### config.mk
export PLATFORM = sky130hd
export DESIGN_NAME = instr_fetch_unit
export DESIGN_NICKNAME = d
export VERILOG_FILES = /design/src/rtl/mips_pkg.sv /design/src/rtl/fetch_fifo.sv /design/src/rtl/instr_fetch_unit.sv
export SDC_FILE = /design/constraint.sdc
export NUM_CORES = 1
export LEC_CHECK = 0
export CAP_MARGIN = 20
export CORE_ASPECT_RATIO = 0.9
export CORE_MARGIN = 1.5
export CORE_UTILIZATION = 30
export CTS_CLUSTER_SIZE = 28
export DETAILED_ROUTE_END_ITERATION = 10
export PLACE_DENSITY = 0.6
export SYNTH_ARGS = -nofsm -noshare
export SYNTH_HDL_FRONTEND = slang
export SYNTH_SLANG_ARGS = --single-unit
### constraint.sdc
create_clock -name clk_i -period 2.2 [get_ports clk_i]
set_input_delay 0.44 -clock clk_i [delete_from_list [all_inputs] [get_ports clk_i]]
set_output_delay 0.44 -clock clk_i [all_outputs]
set_load 0.01 [all_outputs]
### src/rtl/mips_pkg.sv
`default_nettype none
// ============================================================================
// mips_pkg : opcode constants and fetch FSM encoding shared by fetch and decode
// Rev 1.0
// ============================================================================
package mips_pkg;

  localparam int INSTR_W = 32;
  localparam int OP_W    = 6;

  localparam logic [OP_W-1:0] OP_RTYPE = 6'b000000;
  localparam logic [OP_W-1:0] OP_ADDI  = 6'b001000;
  localparam logic [OP_W-1:0] OP_SLTIU = 6'b001011;
  localparam logic [OP_W-1:0] OP_BEQ   = 6'b000100;
  localparam logic [OP_W-1:0] OP_LUI   = 6'b001111;
  localparam logic [OP_W-1:0] OP_ORI   = 6'b001101;
  localparam logic [OP_W-1:0] OP_BNE   = 6'b000101;

  typedef enum logic [1:0] {
    FETCH_IDLE = 2'd0,
    FETCH_REQ  = 2'd1,
    FETCH_RSP  = 2'd2
  } fetch_state_e;

  function automatic logic op_supported(input logic [OP_W-1:0] op);
    case (op)
      OP_RTYPE, OP_ADDI, OP_SLTIU, OP_BEQ, OP_LUI, OP_ORI, OP_BNE: op_supported = 1'b1;
      default: op_supported = 1'b0;
    endcase
  endfunction

endpackage
`default_nettype wire

### src/rtl/fetch_fifo.sv
`default_nettype none
// ============================================================================
// fetch_fifo : synchronous {pc, instr} buffer with flush, registered storage
// Rev 1.0
// ============================================================================
module fetch_fifo
  import mips_pkg::*;
#(
  parameter  int DEPTH = 2,
  localparam int AW    = $clog2(DEPTH),
  localparam int CW    = AW + 1
) (
  input  logic               clk,
  input  logic               rst_n,
  input  logic               flush,
  input  logic               push,
  input  logic [INSTR_W-1:0] push_pc,
  input  logic [INSTR_W-1:0] push_instr,
  input  logic               pop,
  output logic [INSTR_W-1:0] head_pc,
  output logic [INSTR_W-1:0] head_instr,
  output logic [CW-1:0]      count,
  output logic               full,
  output logic               empty
);

  logic [INSTR_W-1:0] pc_mem    [DEPTH];
  logic [INSTR_W-1:0] instr_mem [DEPTH];
  logic [AW-1:0]      rd_ptr;
  logic [AW-1:0]      wr_ptr;
  logic               do_push;
  logic               do_pop;

  assign full       = (count == CW'(DEPTH));
  assign empty      = (count == '0);
  assign do_pop     = pop && !empty;
  // A full buffer still takes a word when the head leaves in the same cycle
  assign do_push    = push && (!full || do_pop);
  assign head_pc    = pc_mem[rd_ptr];
  assign head_instr = instr_mem[rd_ptr];

  always_ff @(posedge clk or negedge rst_n) begin
    if (!rst_n) begin
      rd_ptr <= '0;
      wr_ptr <= '0;
      count  <= '0;
      for (int i = 0; i < DEPTH; i++) begin
        pc_mem[i]    <= '0;
        instr_mem[i] <= '0;
      end
    end else if (flush) begin
      rd_ptr <= '0;
      wr_ptr <= '0;
      count  <= '0;
    end else begin
      if (do_push) begin
        pc_mem[wr_ptr]    <= push_pc;
        instr_mem[wr_ptr] <= push_instr;
        wr_ptr            <= wr_ptr + AW'(1);
      end
      if (do_pop) begin
        rd_ptr <= rd_ptr + AW'(1);
      end
      count <= count + CW'(do_push) - CW'(do_pop);
    end
  end

endmodule
`default_nettype wire

### src/rtl/instr_fetch_unit.sv
`default_nettype none
// ============================================================================
// instr_fetch_unit : single-outstanding MIPS fetch with redirect and buffer
// Rev 1.0
// ============================================================================
module instr_fetch_unit
  import mips_pkg::*;
#(
  parameter logic [31:0] RESET_PC   = 32'h0000_0000,
  parameter int          FIFO_DEPTH = 2
) (
  input  logic               clk_i,
  input  logic               rst_i,
  output logic               imem_req_o,
  output logic [31:0]        imem_addr_o,
  input  logic               imem_gnt_i,
  input  logic               imem_rvalid_i,
  input  logic [INSTR_W-1:0] imem_rdata_i,
  input  logic               redirect_i,
  input  logic [31:0]        redirect_pc_i,
  output logic               instr_valid_o,
  input  logic               instr_ready_i,
  output logic [INSTR_W-1:0] instr_o,
  output logic [31:0]        instr_pc_o,
  output logic [OP_W-1:0]    instr_op_o,
  output logic               instr_illegal_o
);

  localparam int CW = $clog2(FIFO_DEPTH) + 1;

  fetch_state_e  state;
  logic [31:0]   pc;
  logic          drop;
  logic [31:0]   redir_pc;
  logic          has_space;
  logic          fifo_push;
  logic          fifo_pop;
  logic          fifo_full;
  logic          fifo_empty;
  logic [CW-1:0] fifo_count;

  assign redir_pc  = {redirect_pc_i[31:2], 2'b00};
  assign has_space = (fifo_count < CW'(FIFO_DEPTH));
  assign fifo_pop  = instr_valid_o && instr_ready_i;
  // imem_addr_o still holds the address of the request being answered
  assign fifo_push = (state == FETCH_RSP) && imem_rvalid_i && !drop && !redirect_i;

  always_ff @(posedge clk_i or negedge rst_i) begin
    if (!rst_i) begin
      state       <= FETCH_IDLE;
      pc          <= RESET_PC;
      drop        <= 1'b0;
      imem_req_o  <= 1'b0;
      imem_addr_o <= '0;
    end else begin
      if (redirect_i) begin
        pc <= redir_pc;
      end
      case (state)
        FETCH_IDLE: begin
          if (has_space || redirect_i) begin
            state       <= FETCH_REQ;
            imem_req_o  <= 1'b1;
            imem_addr_o <= redirect_i ? redir_pc : pc;
          end
        end
        FETCH_REQ: begin
          // The issued request cannot be withdrawn; mark its response as stale
          if (redirect_i) begin
            drop <= 1'b1;
          end
          if (imem_gnt_i) begin
            state      <= FETCH_RSP;
            imem_req_o <= 1'b0;
            if (!redirect_i && !drop) begin
              pc <= pc + 32'd4;
            end
          end
        end
        FETCH_RSP: begin
          if (imem_rvalid_i) begin
            state <= FETCH_IDLE;
            drop  <= 1'b0;
          end else if (redirect_i) begin
            drop <= 1'b1;
          end
        end
        default: begin
          state      <= FETCH_IDLE;
          imem_req_o <= 1'b0;
          drop       <= 1'b0;
        end
      endcase
    end
  end

  fetch_fifo #(
    .DEPTH(FIFO_DEPTH)
  ) u_fetch_fifo (
    .clk        (clk_i),
    .rst_n      (rst_i),
    .flush      (redirect_i),
    .push       (fifo_push),
    .push_pc    (imem_addr_o),
    .push_instr (imem_rdata_i),
    .pop        (fifo_pop),
    .head_pc    (instr_pc_o),
    .head_instr (instr_o),
    .count      (fifo_count),
    .full       (fifo_full),
    .empty      (fifo_empty)
  );

  assign instr_valid_o   = !fifo_empty;
  assign instr_op_o      = instr_o[31:26];
  assign instr_illegal_o = instr_valid_o && !op_supported(instr_op_o);

  push_never_overflows_a : assert property (@(posedge clk_i) disable iff (!rst_i)
    fifo_push |-> (!fifo_full || fifo_pop));

endmodule
`default_nettype wire

==> results.py <==
metrics = {
    "critical_path": {
        "critPathMaxFanout": 7,
        "r2r_slack_ps": 160,
        "required_ps": 1760,
        "cp_slowest_cell": "dfrtp_4",
        "max_stage_delay_ps": 500,
        "cp_cell_sequence": "mux2_2, a311o_1, o31a_1, buf_2",
        "crit_path_end_kind": "output pin",
        "start_kind": "register",
        "crit_type": "reg -> out",
        "arrival_ps": 2020,
    },
    "timing": {
        "drv_slew": 0,
        "setup_tns_ps": -5111,
        "worst_slack_ps": -261.3,
        "tightest_slew_ps": 682.8,
        "rsz0062_at_grt": "yes",
        "hold_ws_ps": 401.9,
        "hold_viol": 0,
        "slew_headroom": 0.5448,
        "fin_crit_ps": 2461,
        "max_freq_mhz": 406.3,
        "fin_crit_sh": 1.119,
        "setup_violations": 64,
        "clock-skew-final_ps": 12.54,
    },
    "global_route": {
        "grt_pass1_vias": 6472,
        "grt_pass1_wl_um": 36580,
        "grt_max_degree": 127,
        "grt-ovfl-total": 0,
        "antenna_found_initial": 1,
        "track_usage": 0.1490,
    },
    "cts": {
        "cts.htree.levels": 4,
        "clockRootBuffer": "clkbuf_16",
        "clock_sinks": 200,
        "cts_tree": "built",
        "insertion_delay_ps": 440,
        "cts_made_buffers": 17,
        "path_clk_slew_ps": 70,
        "cts_buffer_depth": 2,
    },
    "place": {
        "gp_congestion": 0.7874,
        "place_ws_ps": -170.9,
        "dpl.hpwl_um": 15160,
        "dpl.cell_count": 1304,
        "place_area_um2": 11660,
        "io_buffers": 172,
    },
    "synthesis": {
        "synthTopCellsByArea": "dfrtp_1 55%, mux2_2 24%, o21ai_0 2.7%",
        "synthCells": 731,
        "synth_top_cell_by_area": "dfrtp_1",
        "synth-seq-cells": 200,
        "synth_area_per_cell_um2": 12.54,
        "yosys_warnings": 0,
        "ys_types": 53,
        "synth_flop_cell": "dfrtp_1",
        "synth_edf_count": 0,
        "syn-num-nets": 808,
        "synth_top_area_share": 0.5461,
        "synthArstFlopShare": 1.000,
        "ys_seq_area_frac": 0.5461,
        "syn_area_um2": 9165,
    },
    "floorplan": {
        "core_area_um2": 29950,
        "die_height_um": 168.8,
        "ios": 175,
        "die_area_um2": 31610,
        "row_count": 60,
        "initial_utilization": 0.3060,
        "die_width_um": 187.2,
    },
    "cells_and_area": {
        "area_delta_synth_final_pct": 39.50,
        "antennaDiodeCount": 0,
        "drive_gt1_frac": 0.3874,
        "fillers": 2787,
        "fin_util": 0.4268,
        "fin_area_um2": 12780,
        "finalNonFillerCells": 1358,
        "nNetsFinal": 1020,
    },
    "routing": {
        "num_vias": 6342,
        "wl_per_cell_um": 16.80,
        "drcViolationCount": 0,
        "drtAntennaViolNets": 0,
        "drt_first_iter_violations": 332,
        "viasPerCell": 4.670,
        "drtPass1Iterations": 4,
        "detail_route.wirelength_um": 22820,
    },
    "run": {
        "cap_viol_max_count": 0,
    },
    "outcome": {
        "status": "finished with violations",
        "violations": "negative setup slack",
    },
    "power": {
        "p_per_area_nw_per_um2": 1214,
        "ir_worst_vdd_mv": 0.6379,
        "p_total_mw": 15.52,
        "p_leak_nw": 5.797,
    },
    "worst_hold_path": {
        "min_path_type": "in -> async",
    },
}
-- metal layers --
layer,up-vias,global-route usage,share of wire
li1,3027,-,-
met4,2,0.03506,0.0087
met5,-,0,0.00044
met2,159,0.2277,0.45
met1,3137,0.2132,0.50
met3,17,0.03442,0.042
-- cells in the mapped netlist (4+ instances only) --
| library cell | n |
|---|---|
| xor2_1 | 7 |
| o21ai_0 | 50 |
| ha_1 | 7 |
| nand2_1 | 61 |
| mux2_2 | 195 |
| nor2_1 | 19 |
| buf_2 | 7 |
| a21oi_1 | 4 |
| a21boi_0 | 18 |
| dfrtp_1 | 200 |
| xnor2_1 | 13 |
| nor2b_1 | 4 |
| nand3_1 | 5 |
| and3_1 | 8 |
| nor3_1 | 8 |
| buf_1 | 4 |
| clkbuf_1 | 28 |
| nand4_1 | 10 |
| mux2i_1 | 13 |
| inv_1 | 14 |
| buf_4 | 6 |
-- path summary, 6_finish.rpt --
kind | from | endpoint | cells after the start
worst max-delay path | u_fetch_fifo.rd_ptr | instr_illegal_o | 4
worst min-delay path | rst_i | u_fetch_fifo.instr_mem[31] | 2
worst max register to register | state[0] | u_fetch_fifo.pc_mem[44] | 7
worst min register to register | u_fetch_fifo.pc_mem[9] | u_fetch_fifo.pc_mem[9] | 1
max in group asynchronous | rst_i | u_fetch_fifo.rd_ptr | 3
min in group clk_i | u_fetch_fifo.pc_mem[9] | u_fetch_fifo.pc_mem[9] | 1
-- power by group --
part	total [mW]	switching [mW]	internal, mW
logic	6.65	2.64	4.02
clock network	3.38	1.41	1.97
registers	5.48	0.753	4.73
-- sequential cells by signal, summed over array words and instances (netlist names), 2 cells and up --
signal                  flops
u_fetch_fifo.instr_mem     64
u_fetch_fifo.count          2
state                       2
u_fetch_fifo.pc_mem        64
imem_addr_o                32
pc                         32
-- cells in the final DEF, fill, tap and decap left out, types with 4 or more instances in the layout --
cell type        synthesis  routed
mux2_4                   0      13
nor3_1                   8       8
clkdlybuf4s50_1          0     103
buf_6                    1      64
xnor2_1                 13      13
nor2b_1                  4       4
nand4_1                 10      10
buf_4                    6      37
nand2_1                 61      60
and3_1                   8       8
buf_12                   0      17
a21boi_0                18      18
clkbuf_16                0      18
ha_1                     7       6
clkinv_4                 0       4
o21ai_0                 50      50
xor2_1                   7       7
a21oi_1                  4       4
dfrtp_1                200     198
bufinv_16                0       4
mux2_2                 195     182
inv_1                   14      14
nor2_1                  19      18
dlygate4sd2_1            0       5
mux2i_1                 13      13
nand3_1                  5       5
-- what timing repair did --
item | 4_1_cts | 5_1_grt
endpoints found under the hold margin | 6 | 0
pin swaps | 2 | 1
resized for setup | 308 | 47
setup endpoints to repair | 72 | 79
setup buffers | 14 | 7
gates cloned | 4 | 1
hold buffers | 1 | 0
-- cell type report --
type / count / area (um2) / share of cell area
well taps: 403 / 504.2 / 0.03944
multi-input cells: 471 / 3971 / 0.3106
flip-flops and latches: 200 / 5010 / 0.3919
repair buffers: 239 / 2618 / 0.2047
inverters: 14 / 52.55 / 0.004110
clock buffers: 21 / 460.4 / 0.03601
clock inverters: 10 / 168.9 / 0.01321
-- cell families after synthesis --
logic type,count (synthesis),synth area share
AO/OA/AOI/OAI,100,0.06949
XOR/XNOR,20,0.01911
adder cells (fa/ha/maj),7,0.009556
buffers and inverters,60,0.02880
flip-flops,200,0.5461
multiplexers,208,0.2538
AND/OR/NAND/NOR,136,0.07318
-- critical path: cells and delay by family (launching register included) --
family / cells / cell delay (ps)
multiplexers: 1 / 370
buffers and inverters: 1 / 140
AO/OA/AOI/OAI: 2 / 570
flip-flops: 1 / 500
Note: power is estimated with default switching activity, not from simulation.
